## config.mk

```make
export PLATFORM = sky130hd
export DESIGN_NAME = ethernet_mmio_tx_driver
export DESIGN_NICKNAME = d
export VERILOG_FILES = /design/src/rtl/ethernet_mmio_pkg.sv /design/src/rtl/ethernet_mmio_poll_timer.sv /design/src/rtl/ethernet_mmio_tx_driver.sv
export SDC_FILE = /design/constraint.sdc
export NUM_CORES = 1
export LEC_CHECK = 0
export ABC_CLOCK_PERIOD_IN_PS = 3400
export BUFFER_PORTS_ARGS = -buffer_cell sky130_fd_sc_hd__buf_2
export CORE_MARGIN = 8
export CORE_UTILIZATION = 45
export CTS_CLUSTER_SIZE = 40
export DETAILED_ROUTE_END_ITERATION = 10
export HOLD_SLACK_MARGIN = 0.12
export PLACE_DENSITY = 0.81
export SYNTH_ARGS = -nofsm -noshare
export SYNTH_HDL_FRONTEND = slang
export SYNTH_SLANG_ARGS = --single-unit
```

## constraint.sdc

```tcl
create_clock -name clk_i -period 3.4 [get_ports clk_i]
set_input_delay 0.68 -clock clk_i [delete_from_list [all_inputs] [get_ports clk_i]]
set_output_delay 0.68 -clock clk_i [all_outputs]
set_load 0.01 [all_outputs]
```

## src/rtl/ethernet_mmio_pkg.sv

```systemverilog
// rtl/ethernet_mmio_pkg.sv - shared MMIO address map and state type for the Ethernet TX driver
//
// Purpose : address constants for the Ethernet controller MMIO port, the
//           MMIO address width, and the TX driver state encoding.
// Ports   : none (package).
package ethernet_mmio_pkg;

  localparam int mmio_addr_width_gp = 14;

  typedef logic [mmio_addr_width_gp-1:0] mmio_addr_t;

  // TX side of the controller register/buffer window.
  localparam mmio_addr_t tx_req_addr_c  = 14'h1020;  // read, bit0=1 -> TX buffer free
  localparam mmio_addr_t tx_size_addr_c = 14'h1028;  // write byte count
  localparam mmio_addr_t tx_send_addr_c = 14'h1018;  // write any value to launch
  localparam mmio_addr_t tx_buf_addr_c  = 14'h0800;  // packet buffer base

  // RX side is reserved for a future receive driver.
  localparam mmio_addr_t rx_buf_addr_c  = 14'h0000;
  localparam mmio_addr_t rx_size_addr_c = 14'h1004;
  localparam mmio_addr_t rx_ack_addr_c  = 14'h1000;

  typedef enum logic [2:0] {
    st_idle,
    st_poll,
    st_wait_rd,
    st_gap,
    st_write_data,
    st_write_size,
    st_write_send
  } tx_state_e;

endpackage

```

## src/rtl/ethernet_mmio_poll_timer.sv

```systemverilog
// rtl/ethernet_mmio_poll_timer.sv - idle-gap down-counter between TX buffer busy polls
//
// Purpose : after start_i, counts poll_gap_p cycles; expired_o is high during
//           the last of those cycles so the FSM can leave its gap state.
// Ports   : clk_i, reset_i (sync, active-high), start_i (load), expired_o.
module ethernet_mmio_poll_timer #(
  parameter int poll_gap_p = 4
) (
  input  logic clk_i,
  input  logic reset_i,
  input  logic start_i,
  output logic expired_o
);

  localparam int cnt_width_lp = $clog2(poll_gap_p + 1);

  logic [cnt_width_lp-1:0] cnt_r;

  always_ff @(posedge clk_i) begin
    if (reset_i) begin
      cnt_r <= '0;
    end else if (start_i) begin
      cnt_r <= cnt_width_lp'(poll_gap_p);
    end else if (cnt_r != '0) begin
      cnt_r <= cnt_r - cnt_width_lp'(1);
    end
  end

  // A count of one marks the final gap cycle, giving exactly poll_gap_p cycles.
  assign expired_o = (cnt_r == cnt_width_lp'(1));

endmodule

```

## src/rtl/ethernet_mmio_tx_driver.sv

```systemverilog
// rtl/ethernet_mmio_tx_driver.sv - MMIO initiator that pushes one packet into the Ethernet TX buffer
//
// Purpose : accepts a byte-size descriptor and a word stream, polls TX_REQ
//           until the buffer is free, writes the words into the TX buffer
//           window, writes TX_SIZE, then writes TX_SEND.
// Ports   : clk_i/reset_i (sync, active-high); pkt_size_i/_v_i/_ready_o
//           descriptor handshake; pkt_data_i/_v_i/_yumi_o word stream;
//           addr_o/write_en_o/read_en_o/op_size_o/write_data_o and
//           read_data_i/read_data_v_i MMIO master port; busy_o, done_o,
//           size_error_o status.
// Option  : ETH_MMIO_TX_DRIVER_STATS_EN adds sent_count_o and
//           poll_busy_count_o (32-bit wrapping counters).
module ethernet_mmio_tx_driver
  import ethernet_mmio_pkg::*;
#(
  parameter  int data_width_p     = 32,
  parameter  int eth_mtu_p        = 2048,
  parameter  int poll_gap_p       = 4,
  localparam int size_width_lp    = $clog2(eth_mtu_p + 1),
  localparam int bytes_lp         = data_width_p / 8,
  localparam int lg_bytes_lp      = $clog2(bytes_lp),
  localparam int op_size_width_lp = $clog2(((bytes_lp == 1) ? 1 : $clog2(bytes_lp)) + 1)
) (
  input  logic                          clk_i,
  input  logic                          reset_i,
  input  logic [size_width_lp-1:0]      pkt_size_i,
  input  logic                          pkt_size_v_i,
  output logic                          pkt_size_ready_o,
  input  logic [data_width_p-1:0]       pkt_data_i,
  input  logic                          pkt_data_v_i,
  output logic                          pkt_data_yumi_o,
  output logic [mmio_addr_width_gp-1:0] addr_o,
  output logic                          write_en_o,
  output logic                          read_en_o,
  output logic [op_size_width_lp-1:0]   op_size_o,
  output logic [data_width_p-1:0]       write_data_o,
  input  logic [data_width_p-1:0]       read_data_i,
  input  logic                          read_data_v_i,
  output logic                          busy_o,
  output logic                          done_o,
  output logic                          size_error_o
`ifdef ETH_MMIO_TX_DRIVER_STATS_EN
  ,
  output logic [31:0]                   sent_count_o,
  output logic [31:0]                   poll_busy_count_o
`endif
);

  localparam int idx_width_lp = $clog2(eth_mtu_p / bytes_lp + 1);

  tx_state_e                state_r;
  logic [size_width_lp-1:0] size_r;
  logic [idx_width_lp-1:0]  idx_r;
  logic [idx_width_lp-1:0]  last_idx_r;

  logic                     size_bad;
  logic [size_width_lp:0]   size_round;
  logic [size_width_lp:0]   words_calc;
  logic [idx_width_lp-1:0]  last_idx_calc;
  logic                     gap_start;
  logic                     gap_expired;
  logic                     unused_read_bits;

  // Only bit0 of the TX_REQ response carries information.
  assign unused_read_bits = ^read_data_i[data_width_p-1:1];

  assign size_bad = (pkt_size_i == '0) || (pkt_size_i > size_width_lp'(eth_mtu_p));

  // ceil(size / bytes) - 1, computed one bit wider so the rounding add cannot overflow.
  assign size_round    = {1'b0, pkt_size_i} + (size_width_lp + 1)'(bytes_lp - 1);
  assign words_calc    = size_round >> lg_bytes_lp;
  assign last_idx_calc = idx_width_lp'(words_calc - (size_width_lp + 1)'(1));

  assign gap_start = (state_r == st_wait_rd) && read_data_v_i && !read_data_i[0];

  ethernet_mmio_poll_timer #(
    .poll_gap_p(poll_gap_p)
  ) poll_timer (
    .clk_i    (clk_i),
    .reset_i  (reset_i),
    .start_i  (gap_start),
    .expired_o(gap_expired)
  );

  always_ff @(posedge clk_i) begin
    if (reset_i) begin
      state_r      <= st_idle;
      size_r       <= '0;
      idx_r        <= '0;
      last_idx_r   <= '0;
      done_o       <= 1'b0;
      size_error_o <= 1'b0;
    end else begin
      done_o       <= 1'b0;
      size_error_o <= 1'b0;
      unique case (state_r)
        st_idle: begin
          if (pkt_size_v_i) begin
            if (size_bad) begin
              size_error_o <= 1'b1;
            end else begin
              size_r     <= pkt_size_i;
              last_idx_r <= last_idx_calc;
              idx_r      <= '0;
              state_r    <= st_poll;
            end
          end
        end
        st_poll: state_r <= st_wait_rd;
        st_wait_rd: begin
          if (read_data_v_i) begin
            state_r <= read_data_i[0] ? st_write_data : st_gap;
          end
        end
        st_gap: begin
          if (gap_expired) begin
            state_r <= st_poll;
          end
        end
        st_write_data: begin
          if (pkt_data_v_i) begin
            idx_r <= idx_r + idx_width_lp'(1);
            if (idx_r == last_idx_r) begin
              state_r <= st_write_size;
            end
          end
        end
        st_write_size: state_r <= st_write_send;
        st_write_send: begin
          state_r <= st_idle;
          done_o  <= 1'b1;
        end
        default: state_r <= st_idle;
      endcase
    end
  end

  // MMIO strobes decode straight from the state register; the data phase
  // follows pkt_data_v_i so a producer bubble never generates a write.
  always_comb begin
    read_en_o       = 1'b0;
    write_en_o      = 1'b0;
    pkt_data_yumi_o = 1'b0;
    addr_o          = '0;
    write_data_o    = '0;
    unique case (state_r)
      st_poll: begin
        read_en_o = 1'b1;
        addr_o    = tx_req_addr_c;
      end
      st_write_data: begin
        if (pkt_data_v_i) begin
          write_en_o      = 1'b1;
          pkt_data_yumi_o = 1'b1;
          addr_o          = tx_buf_addr_c + (mmio_addr_t'(idx_r) << lg_bytes_lp);
          write_data_o    = pkt_data_i;
        end
      end
      st_write_size: begin
        write_en_o   = 1'b1;
        addr_o       = tx_size_addr_c;
        write_data_o = data_width_p'(size_r);
      end
      st_write_send: begin
        write_en_o   = 1'b1;
        addr_o       = tx_send_addr_c;
        write_data_o = data_width_p'(1);
      end
      default: begin
      end
    endcase
  end

  assign op_size_o        = op_size_width_lp'(lg_bytes_lp);
  assign pkt_size_ready_o = (state_r == st_idle);
  assign busy_o           = (state_r != st_idle);

`ifdef ETH_MMIO_TX_DRIVER_STATS_EN
  always_ff @(posedge clk_i) begin
    if (reset_i) begin
      sent_count_o      <= '0;
      poll_busy_count_o <= '0;
    end else begin
      if (state_r == st_write_send) begin
        sent_count_o <= sent_count_o + 32'd1;
      end
      if (gap_start) begin
        poll_busy_count_o <= poll_busy_count_o + 32'd1;
      end
    end
  end
`endif

endmodule

```

==> flow_results.org, run 1 <==
** Run status
- Result of the run :: completed

** CTS
- TritonCTS Buffers :: 5
- The clock net in this run drives a total of 40 sinks.
- TritonCTS clock tree :: built
- In this run the clock root is driven by a clkbuf_8.
- The H-tree was split into 2 levels.
- Hold_buf cts :: 0
- Clock slew at reported path FFs :: 80 ps
- Counting along the longest clock path gives a buffer depth of 2.
- Buffers added to address setup during post-CTS repair amount to 0.
- Post-CTS repair changed the size of 0 cells.
- Clock latency on the worst-skew pair, taken at its later pin, is 300 ps.

** Setup path
- By startpoint and endpoint, the worst setup path is classified as in -> reg.
- Worst-path maximum fanout :: 5
- CP Data Required Time :: 3590 ps
- CP Launch Type :: input port
- The worst setup path is captured at a register.
- Critical path data arrival time :: 2990 ps

** Timing
- Post-route worst hold slack :: 447 ps
- Final setup violation count :: 0
- Final worst slack :: 595 ps
- Setup repair after global routing left no endpoint under its margin.
- The final max-slew violation count came to 0.
- Share of the clock period used by the worst path :: 82.5%
- Upper clock frequency limit :: 357 MHz
- Post-Route Skew :: 5.57 ps
- In this run the tightest slew margin relative to its limit is 56.9%.
- Post-layout minimum cycle time :: 2800 ps
- Hold violation count in the final report :: 0
- Worst Tran Pin Value :: 646 ps
- In the final timing run, aggregate negative setup slack is 0 ps.

** Finish
- Commonest cells after routing, fill and taps aside :: buf_2 (99), dfxtp_1 (40), nor2_1 (34), and2_1 (29), nand2_1 (21)
- The post-route netlist has 30.2% of its cells at a drive strength greater than 1.
- 0 antenna diodes ended up in the layout.
- Final instance area :: 3090 µm²
- Filler Cells Inserted :: 511
- The net count of the finished layout is 473.
- Leaving out fill and tap cells, the most frequent cell in the layout is buf_2.
- Compared with the post-synthesis result, the final layout area differs by 25.2%.

** Routing
- Initial detailed-routing violation count :: 149
- 1st-pass router iterations :: 4
- Dividing the detail-routed via count by the number of cells gives 5.13.
- In the final routed layout, each cell accounts on average for 13.8 µm.
- Number of vias after detailed routing :: 2,359
- Routed wire length :: 6.36 mm
- Antenna violation net count after detailed routing :: 0
- In the routed design, unresolved DRC markers number 0.

** Placement
- Total half-perimeter wirelength after legalization and detailed placement :: 5.00 mm
- In this run the cell area measured after placement is 3000 µm².
- During placement, the flow inserted port buffers numbering 99.
- Pre-CTS setup slack :: 285 ps
- Routability-driven placement finished with a final weighted congestion of 0.807.

** Pwr
- Combinational logic burns 38.2% of the power.
- VDD sags by at most 0.273 mV.
- For this design the static power due to leakage is 0.00151 µW.
- The share of total power dissipated in sequential elements is 39.9%.
- Switching power as a share of total power :: 36.2%
- Power Density :: 489 nW/µm²
- Of the total power, the clock network draws 21.9%.
- Cell internal power was estimated by the tool at 965 µW.
- Switching component of the power :: 549 µW

** Synthesis
- Synthesis produced 296 cells.
- For this run, the leading register cell type out of synthesis is dfxtp_1.
- Syn_area_per_cell :: 8.34 µm²
- Post-synthesis sequential element count :: 40
- The synthesized design contains 0 enable-type register cells.
- By area the synthesized netlist is led by dfxtp_1 (32%), and2_1 (7.3%), xor2_1 (6.7%), mux2i_1 (6.5%), nor2_1 (5.2%).
- The biggest area contributor in the post-synthesis netlist is dfxtp_1.
- The cell area that synthesis handed to floorplanning was 2470 µm².
- After synthesis, the share of flip-flops with an asynchronous set or reset is 0%.
- Post-synth top area share :: 32.4%
- Sequential cells were found to cover 32.4% of the synthesized design area.
- Synth warn :: 0
- Counting distinct cell types in the post-synthesis netlist gives 47.

** Die
- In this run the vertical extent of the chip is 90.1 µm.
- Pin placement for this block handled 136 I/O pins.
- The floorplan step defined a die boundary enclosing 8120 µm².
- Cell row count :: 27
- Starting density of the core :: 45.7%
- The die is 90.1 µm wide.
- Area of the core :: 5410 µm²

** Global routing
- First-pass GRT wire length :: 10.7 mm
- Via count of the first global-routing pass :: 2,363
- GRT overflow :: 0
- Entering global routing, the biggest net connects 37 pins.
- In the global route stage, overall resource usage came out at 15.5%.
- The number of antenna violations at the first check in global routing came to 0.

** Worst hold path
- The tightest min-delay check is of the reg -> reg type.

** Run
- Max Cap Violations :: 0
state kept, by name, indices dropped and copies added (netlist names):
signal	count
state_r	3
poll_timer.cnt_r	3
done_o	1
idx_r	10
size_error_o	1
size_r	12
last_idx_r	10
synth_stat cells (all sizes together), types with 2 or more instances:
cell / number
a211oi: 5
a21o: 2
a21oi: 11
a22o: 11
and2: 29
and3: 4
buf: 9
clkbuf: 14
conb: 2
dfxtp: 40
ha: 5
inv: 5
mux2i: 16
nand2: 21
nand2b: 8
nand3: 3
nand3b: 3
nor2: 34
nor2b: 3
nor3: 4
nor3b: 2
nor4: 5
nor4b: 5
o21ai: 7
o31ai: 2
or3: 4
xnor2: 9
xor2: 19
through the flow:
stage               total power, µW  util (%)  std cells
floorplan                      1020         -        299
global placement               1170      55.5        452
detailed placement             1190      55.5        452
CTS                            1530      57.2        460
global route                   1630      57.2        460
finish                         1510      57.2        460
path summary, 6_finish.rpt:
| check | start | to | slack [ps] | depth (start not counted) |
|---|---|---|---|---|
| setup / recovery | pkt_size_i[1] | last_idx_r[6] | 600 | 9 |
| hold / removal | last_idx_r[9] | last_idx_r[9] | 450 | 2 |
| setup reg to reg | state_r[1] | last_idx_r[2] | 1230 | 6 |
| hold reg to reg | last_idx_r[9] | last_idx_r[9] | 450 | 2 |
logic make-up after synthesis:
kind of cell / count (synthesis) / synth area share, %
simple gates: 133 / 29.9
flops: 40 / 32.4
mux: 16 / 6.48
buf+inv: 28 / 6.13
compound gates: 44 / 12.3
xor+xnor: 28 / 9.93
fa+ha+maj: 5 / 2.53
other cells: 2 / 0.304
power by group through the flow:
| stage | Sequential [µW] | Clock [µW] | Combinational [µW] |
|---|---|---|---|
| finish | 604 | 331 | 579 |
| global route | 615 | 360 | 653 |
| CTS | 603 | 344 | 584 |
| detailed placement | 613 | 0 | 580 |
| global placement | 608 | 0 | 561 |
| floorplan | 574 | 0 | 446 |
layout make-up:
cell class | count | area [µm²] | area share (%)
clock buffers | 7 | 86.3 | 2.79
clock inverters | 1 | 7.51 | 0.243
inverters | 5 | 18.8 | 0.607
multi-input cells | 231 | 1560 | 50.3
flip-flops and latches | 40 | 801 | 25.9
well taps | 72 | 90.1 | 2.91
repair buffers | 104 | 533 | 17.2
worst max-delay path: stages:
cell and delay [ps]:
buf_2 130, o21ai_0 310, xor2_1 190, ha_1 210, or3b_2 480, or4b_2 620
o31ai_1 100, xnor2_1 160, o22ai_1 100
metal layers:
metal  share of wire (%)  vias to the layer above  global-route usage, %
met5                   0                        -                      0
met4                 1.1                        0                   4.72
met3                  10                        7                   6.65
met2                  45                       90                   26.3
met1                  43                     1073                   17.1
li1                    -                     1189                      -
Note: power is estimated with default switching activity, not from simulation.
==> run 2, diff against run 1 <==
ABC_CLOCK_PERIOD_IN_PS = 2420   (was 3400)
CORE_UTILIZATION = 41   (was 45)
PLACE_DENSITY = 0.78   (was 0.81)
clock period = 2.42 ns   (was 3.4 ns; I/O delays follow)
==> flow_results.org, run 2 (same netlist as run 1, synthesis figures left out) <==
** Timing
- Post-Route Skew :: 6.43 ps
- Final setup violation count :: 0
- Worst Tran Pin Value :: 575 ps
- In the post-route analysis, the smallest setup slack over all paths is 130 ps.
- The final max-slew violation count came to 0.
- After layout, the worst path uses 94.6% of the clock period.
- Unrepaired setup endpoints after global routing :: false
- Headroom to the max-slew limit came out at 61.2%.
- Upper clock frequency limit :: 437 MHz
- Post-route worst hold slack :: 447 ps
- Counting I/O delays and the setup requirement, the final critical path takes 2290 ps.
- Hold violation count in the final report :: 0

** Die
- Die Span Y :: 93.6 µm
- Cell row count :: 28
- Num ports :: 136
- Starting density of the core :: 42.0%
- Measured along the x axis, the die boundary spans 93.6 µm.
- Area of the core :: 5890 µm²
- Die Footprint :: 8760 µm²

** Routing
- Routed wire length :: 6.61 mm
- The first detailed-routing pass ran for 4 iterations.
- Using the TritonRoute via totals, the vias-per-cell ratio works out to 5.05.
- DR WL/cell :: 13.8 µm
- Antenna violation net count after detailed routing :: 0
- In the routed design, unresolved DRC markers number 0.
- For this block, the initial DRC count from the detailed router was 84.
- Number of vias after detailed routing :: 2,426

** CTS
- TritonCTS Buffers :: 5
- Clock slew at reported path FFs :: 80 ps
- Master cell of the clock root buffer :: clkbuf_8
- The H-tree was split into 2 levels.
- The number of hold buffers added after CTS was 0.
- CTS saw 40 sinks.
- The later pin in the worst-skew pair is clocked with a latency of 300 ps.
- Clock buffer depth :: 2
- Post-CTS timing repair inserted 0 buffers for setup.
- TritonCTS built the clock tree.

** Global routing
- Initial antenna violation count :: 0
- First-pass GRT wire length :: 10.8 mm
- Entering global routing, the biggest net connects 47 pins.
- Via count of the first global-routing pass :: 2,447
- Overall fraction of global-route tracks in use :: 15.2%
- GRT overflow :: 0

** Finish
- Net count of the finished layout :: 490
- Area growth from synthesis to layout :: 32.9%
- The library cell used most frequently in the layout, excluding fill and tap cells, is buf_2.
- The register with the most flip-flops in the layout has 12 of them.
- The number of antenna diodes in the final layout is 0.
- Registers with the most flip-flops :: size_r: 12 flops, idx_r: 10 flops, last_idx_r: 10 flops
- The register with the most flip-flops in the final layout is size_r.
- The finished cells cover 3280 µm².
- The top cell types in the final layout, fill and taps aside, are buf_2 (99), dfxtp_1 (38), nor2_1 (34), and2_1 (29), nand2_1 (21).
- The layout has 550 filler cells.
- In the final layout, the share of cells above drive strength 1 is 34.6%.
- Cells fill 55.8% of the core in the end.
- Number of standard cells in the final layout excluding fillers :: 480

** Setup path
- For the worst setup path, the data required time is 2610 ps.
- Critical Path, Cell by Cell :: buf_2 -> or3_1 -> nand2_1 -> ha_2 -> or3b_4 -> or4b_4 -> o31ai_2 -> xnor2_1 -> o22ai_1
- By startpoint and endpoint, the worst setup path is classified as in -> reg.
- Critical path data arrival time :: 2480 ps
- Worst-path maximum fanout :: 5
- The most critical setup path has its startpoint at pkt_size_i[1].
- Crit path max-delay family :: simple AND/OR/NAND/NOR gates
- The worst setup path is launched from an input port.
- Slowest CP cell :: or4b_4
- In this run the critical register-to-register path is launched from state_r[2].
- STA classifies the critical path endpoint as a register.
- The largest single stage delay on the critical path is 490 ps.
- The number of buffers and inverters on the critical path is 1.

** Pwr
- Peak supply drop :: 0.394 mV
- Combinational fraction of design power :: 39.7%
- Power Density :: 666 nW/µm²
- Clock share of power :: 21.2%
- Net switching is 35.8% of the power.
- Internal power comes to 1400 µW.
- The share of total power dissipated in sequential elements is 39.0%.
- Switching component of the power :: 781 µW
- Leak :: 0.00161 µW

** Run status
- The flow ran to the end, and the final reports show no timing, DRC or antenna violations.

** Run
- Max Cap Violations :: 0

** Placement
- The placed instances occupy a cell area of 3180 µm².
- Port buffering added 99 buffers.
- The congestion estimate from routability-driven global placement came to 0.773.
- Pre-CTS setup slack :: -210 ps
- After legalization and detailed placement, the total HPWL measured 5.24 mm.
- Including well taps, the total number of placed cells is 472.

** Worst hold path
- Path class of the lowest-slack min-delay path :: reg -> reg
- Hold Crit Start :: last_idx_r[9]
[run 2: timing repair]
| action | in CTS | in global routing |
|---|---|---|
| endpoints found under the setup margin | 11 | 10 |
| gates resized for setup | 1 | 2 |
| pin swaps | 0 | 0 |
[run 2: area by class of cell]
cell class	count	area [µm²]	area share [%]
clock inverters	2	10.0	0.305
clock buffers	6	82.6	2.52
well taps	75	93.8	2.86
inverters	5	18.8	0.572
repair buffers	121	698	21.3
multi-input cells	231	1580	48.0
flip-flops and latches	40	803	24.5
[run 2: path summary, 6_finish.rpt]
path	slack [ps]	to	cells after the start
worst max-delay path	130	last_idx_r[6]	9
worst min-delay path	450	last_idx_r[9]	2
worst max register to register	440	last_idx_r[0]	6
worst min register to register	450	last_idx_r[9]	2
[run 2: power by group through the flow]
stage | sequential, µW | clock, µW | combinational (µW)
floorplan | 807 | 0 | 628
global placement | 859 | 0 | 849
detailed placement | 864 | 0 | 876
CTS | 852 | 479 | 881
global route | 871 | 506 | 978
finish | 853 | 464 | 869
[run 2: stage by stage]
stage / setup TNS [ps] / total power [µW]
5_1_grt: 0 / 2360
2_1_floorplan: 0 / 1440
3_5_place_dp: -3130 / 1740
3_3_place_gp: -2860 / 1710
4_1_cts: 0 / 2210
6_report: 0 / 2190
[run 2: tightest hold or removal path: stages, from the launching register on]
cell     delay (ps)
dfxtp_1         330
inv_1            50
nor2_1           30
[run 2: metal layers]
layer  routed length, µm  vias to the layer above  global-route usage (%)
met3                 730                        7                    6.09
li1                    -                     1223                       -
met1                2690                     1107                    15.8
met4                  74                        0                    4.76
met2                3120                       89                    27.2
met5                   0                        -                       0
==> run 3, diff against run 2 <==
PLACE_DENSITY = 0.77   (was 0.78)
SYNTH_HIERARCHICAL = 1   (was not set)
==> flow_results.org, run 3 <==
** Finish
- Antenna diode count :: 0
- Most flop-heavy register :: size_r
- Commonest cells after routing, fill and taps aside :: buf_2 (99), dfxtp_1 (38), nor2_1 (37), and2_1 (28), xnor2_1 (23)
- Net count of the finished layout :: 488
- Once layout is complete, the utilization of the core stands at 55.3%.
- The register with the most flip-flops in the layout has 12 of them.
- Filler Cells Inserted :: 556
- In the final layout, the share of cells above drive strength 1 is 37.2%.
- The largest registers in the layout are size_r: 12 flops, idx_r: 10 flops, last_idx_r: 10 flops.
- Area growth from synthesis to layout :: 29.2%
- Most common cell after layout, fill and taps aside :: buf_2

** CTS
- Source-to-sink clock delay at the later pin of the worst-skew pair :: 290 ps
- In this run the post-CTS setup repair buffer count came out at 0.
- Clock buffer depth :: 2
- Clock tree synthesis selected as its root buffer the cell clkbuf_8.
- TritonCTS built the clock tree.
- Counting every sink on the clock net gives 40.
- TritonCTS created 5 clock buffers.
- Clock slew at reported path FFs :: 80 ps
- The H-tree generated during clock tree synthesis spans 2 levels.

** Die
- The floorplan step set the die width to 94.9 µm.
- The floorplan step set the die height to 94.9 µm.
- Area of the core :: 5960 µm²
- For this configuration, the core starts out at a cell density of 42.8%.
- 136 I/O pins were placed.
- Die Footprint :: 9000 µm²
- Cell row count :: 28

** Setup path
- Measured in cells, the most critical reg-to-reg path has a length of 6.
- STA classifies the critical path startpoint as a register.
- Crit Path Category :: reg -> out
- Along the worst path, the maximum fanout reaches 43.
- The worst register-to-register path begins at state_r[2].
- For flop-to-flop paths, the worst setup slack is 400 ps.
- Among all stages on the critical path, the largest delay is contributed by dfxtp_2.
- The signal on the critical path passes through nand2b_1 -> nor2_1 -> nand2_1 -> inv_1 -> buf_12 -> and2_1 -> buf_2.
- Critical path data arrival time :: 1810 ps
- At the worst endpoint, the required time is 1940 ps.
- Startpoint of the worst setup timing path :: state_r[0]
- The largest single stage delay on the critical path is 380 ps.
- The worst setup path is captured at an output pin.

** Timing
- The smallest clock period supported by the final layout is computed as 2290 ps.
- Setup repair after global routing left no endpoint under its margin.
- Post-Route Skew :: 3.48 ps
- The final max-slew violation count was 0.
- Hold violation count in the final report :: 0
- Share of the clock period used by the worst path :: 94.7%
- Worst Tran Pin Value :: 617 ps
- After routing, the total negative slack on setup checks comes to 0 ps.
- Final setup violation count :: 0
- Post-route worst hold slack :: 468 ps
- Static timing analysis puts the maximum clock frequency at 436 MHz.
- Measured against its own limit, the worst slew margin works out to 58.5%.

** Global routing
- The first global-routing pass estimated 10.5 mm of wire.
- GRT overflow :: 0
- Maximum number of pins on one net before global-route repair :: 44
- Via count of the first global-routing pass :: 2,365
- Global routing used 14.1% of the available tracks.
- The number of antenna violations at the first check in global routing was 0.

** Synthesis
- Netlist Area Pre-Place :: 2550 µm²
- In the synthesized netlist the dominant register cell turns out to be dfxtp_1.
- The cell count after synthesis came out at 300.
- In this run the mean area of a mapped cell was 8.50 µm².
- The commonest cells after synthesis are dfxtp_1 (40), nor2_1 (37), and2_1 (28).
- The share of the Yosys chip area taken by registers is 31.4%.
- Share of flip-flops with an asynchronous set or reset :: 0%
- Area leader, netlist :: dfxtp_1
- Among all cell types in the netlist, the one instantiated most often is dfxtp_1.
- Post-synthesis sequential element count :: 40
- Post-synth EDFFs :: 0
- Sorting the synthesized cells by area gives the leading types as dfxtp_1 (31%), xnor2_1 (7.9%), and2_1 (6.9%), nor2_1 (5.4%), mux2i_1 (5.1%).
- Post-synth top area share :: 31.4%
- Synth warn :: 6
- Yosys mapped the design onto 48 distinct sky130hd cell types.

** Placement
- After legalization and detailed placement, the total HPWL measured 5.07 mm.
- During placement, the flow inserted port buffers numbering 99.
- At the end of routability-driven placement, the weighted congestion stood at 0.825.

** Routing
- After the first detailed-routing iteration, the DRC count stood at 125.
- The routed layout has 2,417 vias.
- Antenna violation net count after detailed routing :: 0
- For this run, the detailed router's first-pass iteration total came to 4.
- Mean number of vias per cell :: 5.06
- The final layout contains routed wiring with a total length of 6.45 mm.
- DR WL/cell :: 13.5 µm
- In the routed design, unresolved DRC markers number 0.

** Pwr
- The share of total power dissipated in the clock network is 24.3%.
- Peak supply drop :: 0.579 mV
- In this run the static leakage power is 0.00149 µW.
- For this design the total switching power over the nets is 763 µW.
- Power Density :: 678 nW/µm²
- Register share of total power :: 37.6%
- Cell internal power was estimated by the tool at 1470 µW.
- Combinational fraction of design power :: 38.1%
- Switching power as a share of total power :: 34.1%

** Worst hold path
- Worst hold path depth :: 2
- The worst hold path begins at last_idx_r[9].
- Path class of the lowest-slack min-delay path :: reg -> reg

** Run
- Across the run, the number of max-cap violations was 0.

** Run status
- Result of the run :: completed
run 3: critical path, delay by kind of cell, from the launching register on:
kind,cells,cell delay (ps)
and+or+nand+nor,4,680
DFF,1,380
buffers and inverters,3,430
run 3: what timing repair did:
item,4_1_cts,5_1_grt
resized for setup,1,2
hold buffers,0,0
endpoints found under the hold margin,0,0
endpoints found under the setup margin,37,37
run 3: cells by family after synthesis:
| logic type | after synthesis | synth area share (%) |
|---|---|---|
| AOI/OAI and AO/OA | 45 | 13.1 |
| xor gates and xnor gates | 30 | 10.3 |
| adders and majority gates | 5 | 2.45 |
| buffers and inverters | 31 | 6.87 |
| DFF | 40 | 31.4 |
| muxes | 13 | 5.10 |
| other | 2 | 0.295 |
| and+or+nand+nor | 134 | 30.5 |
run 3: power groups by stage:
stage	clock network (µW)	registers, µW	logic, µW
after CTS	554	838	855
final	544	841	851
after global placement	0	848	830
after detailed placement	0	852	851
after global routing	585	859	930
after floorplan	0	811	647
run 3: through the flow:
step,setup slack (ps),total power [µW],cell area (µm²),std cells
global placement,43.7,1680,3180,470
CTS,44.8,2250,3290,478
detailed placement,33.2,1700,3180,470
floorplan,148,1460,2560,303
global route,8.93,2370,3300,478
finish,129,2240,3300,478
run 3: worst paths after layout:
kind	end
worst max-delay path	write_data_o[19]
worst min-delay path	last_idx_r[9]
worst max register to register	last_idx_r[8]
worst min register to register	last_idx_r[9]
run 3: cell type report:
type	instances	area, µm²	share of cell area (%)
Timing Repair Buffer	117	668	20.3
Clock buffer	6	72.6	2.20
Sequential cell	40	806	24.4
Tap cell	75	93.8	2.85
Inverter	6	22.5	0.683
Multi-Input combinational cell	232	1600	48.5
Clock inverter	2	35.0	1.06
run 3: metal layers:
layer | track usage (%) | up-vias | share of wire [%]
li1 | - | 1223 | -
met3 | 5.16 | 5 | 11
met4 | 3.51 | 0 | 0.82
met5 | 0 | - | 0
met1 | 15.8 | 1081 | 42
met2 | 24.8 | 108 | 46
